<file path="src/rtl/output_interface_pkg.sv">
// Shared port encodings and helpers for the router output port.
package output_interface_pkg;

  localparam int unsigned NUM_PORTS      = 5;
  localparam int unsigned PORT_IDX_W     = 3;
  localparam int unsigned DATA_WIDTH_DEF = 64;

  typedef logic [NUM_PORTS-1:0]  port_vec_t;
  typedef logic [PORT_IDX_W-1:0] port_idx_t;

  // One-hot direction codes; bit 4 is L, bit 0 is PE
  localparam port_vec_t DIR_L  = 5'b10000;
  localparam port_vec_t DIR_R  = 5'b01000;
  localparam port_vec_t DIR_U  = 5'b00100;
  localparam port_vec_t DIR_D  = 5'b00010;
  localparam port_vec_t DIR_PE = 5'b00001;

  function automatic port_idx_t onehot_to_idx(input port_vec_t v);
    port_idx_t idx;
    idx = '0;
    for (int unsigned i = 0; i < NUM_PORTS; i++) begin
      if (v[i]) idx = PORT_IDX_W'(i);
    end
    return idx;
  endfunction

endpackage

</file>
<file path="src/rtl/output_interface_rr_arbiter5.sv">
// Five-way round-robin arbiter; search starts just after ptr and walks L->R->U->D->PE->L.
module rr_arbiter5
  import output_interface_pkg::*;
(
  input  port_vec_t req,
  input  logic      en,
  input  port_vec_t ptr,
  output port_vec_t gnt
);

  port_idx_t ptr_idx;
  port_idx_t cand;
  logic      found;

  // Descending bit index is the circular priority order, wrapping PE(0) back to L(4)
  always_comb begin
    gnt     = '0;
    found   = 1'b0;
    cand    = '0;
    ptr_idx = onehot_to_idx(ptr);
    for (int unsigned k = 1; k <= NUM_PORTS; k++) begin
      if (32'(ptr_idx) >= k) begin
        cand = PORT_IDX_W'(32'(ptr_idx) - k);
      end else begin
        cand = PORT_IDX_W'(32'(ptr_idx) + NUM_PORTS - k);
      end
      if (en && !found && req[cand]) begin
        gnt[cand] = 1'b1;
        found     = 1'b1;
      end
    end
  end

endmodule

</file>
<file path="src/rtl/output_interface.sv">
// Router output port: arbitrates the five input buffers, queues the winner's flit,
// and drives it to the neighbour under its ready.
module output_interface
  import output_interface_pkg::*;
#(
  parameter int unsigned DATA_WIDTH   = DATA_WIDTH_DEF,
  parameter port_vec_t   DIRECTION    = DIR_L,
  parameter int unsigned BUFFER_DEPTH = 1
) (
  input  logic                  clk,
  input  logic                  rst,
  input  logic [4:0]            req_in,
  input  logic [DATA_WIDTH-1:0] dataiL,
  input  logic [DATA_WIDTH-1:0] dataiR,
  input  logic [DATA_WIDTH-1:0] dataiU,
  input  logic [DATA_WIDTH-1:0] dataiD,
  input  logic [DATA_WIDTH-1:0] dataiPE,
  output logic [4:0]            buf_clear,
  output logic                  so,
  output logic [DATA_WIDTH-1:0] datao,
  input  logic                  ro
);

  localparam int unsigned CNT_W = $clog2(BUFFER_DEPTH + 1);
  localparam int unsigned IDX_W = (BUFFER_DEPTH > 1) ? $clog2(BUFFER_DEPTH) : 1;

  logic [CNT_W-1:0]      count_q;
  logic [IDX_W-1:0]      head_q;
  logic [IDX_W-1:0]      tail_q;
  logic [DATA_WIDTH-1:0] mem_q [BUFFER_DEPTH];
  port_vec_t             ptr_q;
  port_vec_t             req_masked;
  port_vec_t             gnt;
  logic                  pop;
  logic                  push;
  logic                  space;
  logic [DATA_WIDTH-1:0] push_data;

  function automatic logic [IDX_W-1:0] next_idx(input logic [IDX_W-1:0] i);
    return (i == IDX_W'(BUFFER_DEPTH - 1)) ? '0 : i + 1'b1;
  endfunction

  // A request from our own direction would be a U-turn
  assign req_masked = req_in & ~DIRECTION;
  assign pop        = so & ro;
  assign space      = (count_q < CNT_W'(BUFFER_DEPTH)) | pop;

  // Reset gates the grant so buf_clear is quiet while rst is low
  rr_arbiter5 u_arb (
    .req (req_masked),
    .en  (space & rst),
    .ptr (ptr_q),
    .gnt (gnt)
  );

  assign buf_clear = gnt;
  assign push      = |gnt;
  assign so        = (count_q != '0);
  assign datao     = mem_q[head_q];

  // One-hot AND-OR select of the winning source's flit
  always_comb begin
    push_data = '0;
    push_data = push_data | ({DATA_WIDTH{|(gnt & DIR_L)}}  & dataiL);
    push_data = push_data | ({DATA_WIDTH{|(gnt & DIR_R)}}  & dataiR);
    push_data = push_data | ({DATA_WIDTH{|(gnt & DIR_U)}}  & dataiU);
    push_data = push_data | ({DATA_WIDTH{|(gnt & DIR_D)}}  & dataiD);
    push_data = push_data | ({DATA_WIDTH{|(gnt & DIR_PE)}} & dataiPE);
  end

  // Ring buffer: when full, a same-edge pop frees the slot the push lands in
  always_ff @(posedge clk or negedge rst) begin
    if (!rst) begin
      count_q <= '0;
      head_q  <= '0;
      tail_q  <= '0;
      ptr_q   <= DIR_PE;
      for (int unsigned i = 0; i < BUFFER_DEPTH; i++) begin
        mem_q[i] <= '0;
      end
    end else begin
      if (push) begin
        mem_q[tail_q] <= push_data;
        tail_q        <= next_idx(tail_q);
        ptr_q         <= gnt;
      end
      if (pop) begin
        head_q <= next_idx(head_q);
      end
      case ({push, pop})
        2'b10:   count_q <= count_q + CNT_W'(1);
        2'b01:   count_q <= count_q - CNT_W'(1);
        default: count_q <= count_q;
      endcase
    end
  end

endmodule

</file>
<file path="config.mk">
export PLATFORM = sky130hd
export DESIGN_NAME = output_interface
export DESIGN_NICKNAME = d
export VERILOG_FILES = /design/src/rtl/output_interface_pkg.sv /design/src/rtl/output_interface_rr_arbiter5.sv /design/src/rtl/output_interface.sv
export SDC_FILE = /design/constraint.sdc
export NUM_CORES = 1
export LEC_CHECK = 0
export BUFFER_PORTS_ARGS = -buffer_cell sky130_fd_sc_hd__buf_2
export CAP_MARGIN = 10
export CORE_AREA = 10 10 146 148
export CTS_CLUSTER_DIAMETER = 30
export DETAILED_ROUTE_END_ITERATION = 12
export DIE_AREA = 0 0 156 158
export PLACE_DENSITY = 0.66
export SLEW_MARGIN = 0
export SYNTH_ARGS = -nofsm -noshare
export SYNTH_HDL_FRONTEND = slang
export SYNTH_SLANG_ARGS = --single-unit
</file>
<file path="constraint.sdc">
create_clock -name clk -period 5.6 [get_ports clk]
set_input_delay 1.12 -clock clk [delete_from_list [all_inputs] [get_ports clk]]
set_output_delay 1.12 -clock clk [all_outputs]
set_load 0.01 [all_outputs]
</file>
==> out/qor.txt <==
status: finished clean
Iter 0 DRT Violations: 674
Peak VDD IR: 0.551 mV
Port Buf Inserts: 331
Finish-stage setup viols: 0
WHS: 0.565 ns
Worst-Margin Slew: 0.814 ns
total wire length: 26900 µm
Max Freq: 199 MHz
Post-synth EDFFs: 0
setup TNS: 0 ns
clock root cell: clkbuf_16
Die ar.: 24600 µm²
final period utilization: 89.9%
r2r startpoint: ptr_q[2]
Rel. slew slack: 45.8%
initial core utilization: 32.5%
Synth top area share: 28.8%
Final Hold Fails: 0
clock-pin transition on the worst setup and hold timing paths: 0.06 ns
post-CTS setup buffer count: 0
CP Data Required Time: 4.48 ns
total gr overflow: 0
Worst EP arrival: 3.91 ns
synthesized instance count: 677
Setup crit end kind: primary output
final antenna-violating net count: 0
hold-fix buffers at CTS: 0
synth warn: 0
largest net degree at the start of global routing: 66
residual DRC count: 0
Net Count, Synth: 1011
kind of critical path: register to primary output
PwrDens: 810 nW/µm²
cell family contributing the most delay on the critical path: simple AND/OR/NAND/NOR gates
core area: 18500 µm²
post-synthesis area per instance: 8.87 µm²
sequential share of the synthesized area: 28.8%
FF-to-FF End: mem_q[55]
CTS max path bufs: 2
Post-synth ARST share: 100%
vias in the first global route: 7222
RSZ-0062 raised after global routing: no
crit-path cells: nor2b_4, o21ai_2, buf_4, ha_1, nand2_1, nor4_2, a211oi_1, a311oi_1, o21ai_4, or2_2, buf_2
reg2reg setup slack: 0.86 ns
FF+latch count, synth: 69
CTS tree: yes
first-pass GRT wire length: 40500 µm
CP max-delay cell: ha_1
Final min period: 5.03 ns
GRT Overall Usage: 20.5%
post-synth cell types: 63
row cnt: 50
R2R depth: 15
synth top area cells: dfrtp_1, a41oi_2, a221oi_1
initial antenna violation count: 1
max-slew violation count: 0
Crit. path cell count: 11
Endpoint, Worst Hold: so
TritonRoute pass-1 iters: 5
Max-Cap Viols: 0
Top FF cell, synth: dfrtp_1
vias: 7159
Vias/cell: 5.97
post_cts resized: 0
io pins: 398
Post-Syn Area: 6000 µm²
WL per Instance: 22.4 µm
clk sinks: 69
largest area contributor in the netlist: dfrtp_1
final net count: 1295
Layout Skew: 0.00525 ns
clock latency on the worst-skew pair: 0.34 ns
Inserted Clock Buffers: 9
Hold WC Path Type: register to register
Antenna Cells: 0
hold path start: so
crit path max fanout: 23
Die Height: 158 µm
post-detail-place hpwl: 19700 µm
Lkg Pwr: 3.38 nW
P&R area growth vs syn: 35.7%
critical path startpoint category: register
layout cells sized above 1: 45.7%
H-tree Lvls: 3
critical path's largest stage delay: 0.75 ns
Final Wtd Congestion: 0.957
power after layout: 6.60 mW
die width: 156 µm
CP bufs+invs: 2
hold path depth: 2
[cell usage in the layout, fill, tap and decap left out, types with 9 or more instances in the layout]
cell,n
nor3_1,69
o21ai_0,67
nand2_1,78
dfrtp_1,69
inv_1,10
a221oi_1,65
a41oi_1,15
a41oi_2,50
clkbuf_16,9
nor2_1,11
buf_2,330
buf_4,20
a22o_1,64
[cells in the mapped netlist (3+ instances only)]
cell type and number:
a22o_1 64, nor3_1 69, a211oi_1 4, ha_1 6, buf_2 19, a221oi_1 65
o21ai_0 67, buf_4 3, a41oi_2 50, nand2_1 78, a21o_1 6, inv_1 10
nor3b_1 3, a41oi_1 16, clkbuf_1 53, buf_6 5, or2_2 3, dfrtp_1 69
nand3_1 6, a21oi_1 5, mux2i_1 4, o31ai_1 3, nand2b_1 3, nor4_1 3
nor2_1 11, o21ai_1 3, or3_1 3
[worst reg2reg max path: stages, from the launching register on]
cell and delay [ns]:
dfrtp_1 0.49, nor2b_4 0.22, o21ai_2 0.08, buf_4 0.20, ha_1 0.75, nand2_1 0.25, nor4_2 0.41, a211o_1 0.18
a21oi_2 0.05, nand3_1 0.19, nor4b_2 0.08, buf_4 0.26, or4_2 0.73, or2_4 0.34, buf_12 0.20, a41oi_1 0.21
[metrics by stage]
stage               instances  worst slack (ns)  utilization [%]  cell area (µm²)
global route             1200             0.246             44.1             8150
detailed placement       1184             0.911             42.7             7890
CTS                      1200             0.563             44.1             8150
floorplan                 677             0.697                -             6000
global placement         1184             0.952             42.7             7890
finish                   1200             0.566             44.1             8150
[worst max-delay path by stage]
| stage | startpoint | endpoint | slack [ns] |
|---|---|---|---|
| floorplan | ptr_q[1] | buf_clear[2] | 0.70 |
| global placement | ptr_q[2] | mem_q[56] | 0.95 |
| detailed placement | ptr_q[2] | mem_q[55] | 0.91 |
| CTS | ptr_q[2] | buf_clear[2] | 0.56 |
| global route | ptr_q[3] | buf_clear[1] | 0.25 |
| finish | ptr_q[2] | buf_clear[2] | 0.57 |
[report_power, final]
group | switching, mW | internal [mW] | total [mW]
combinational | 3.01 | 2.07 | 5.07
sequential | 0.150 | 0.854 | 1.00
clock | 0.227 | 0.297 | 0.524
[registers in the layout, summed over array words and instances, names as in the netlist]
register  flops
so            1
ptr_q         4
mem_q        64
[routing by layer]
metal / part of all wire, % / track usage, %
met5: 0.026 / 0
met4: 2.2 / 7.01
met3: 7.8 / 4.53
met2: 50 / 35.3
met1: 40 / 24.7
[layout make-up]
class | count | area, µm²
repair buffers | 355 | 1900
fillers | 1862 | 10300
multi-input cells | 515 | 3920
clock buffers | 11 | 233
flip-flops and latches | 69 | 1730
inverters | 11 | 41.3
clock inverters | 5 | 27.5
well taps | 234 | 293
[cell families (layout without fill, tap and decap cells)]
kind of cell	Yosys count	after routing	share of synthesized area (%)
xor gates and xnor gates	4	4	0.584
muxes	6	6	1.23
adders and majority gates	6	6	1.25
AOI/OAI and AO/OA	304	304	45.7
other	1	1	0.0625
DFF	69	69	28.8
and+or+nand+nor	194	194	15.4
buffers and inverters	93	382	7.02
(Power assumes the default switching activity.)
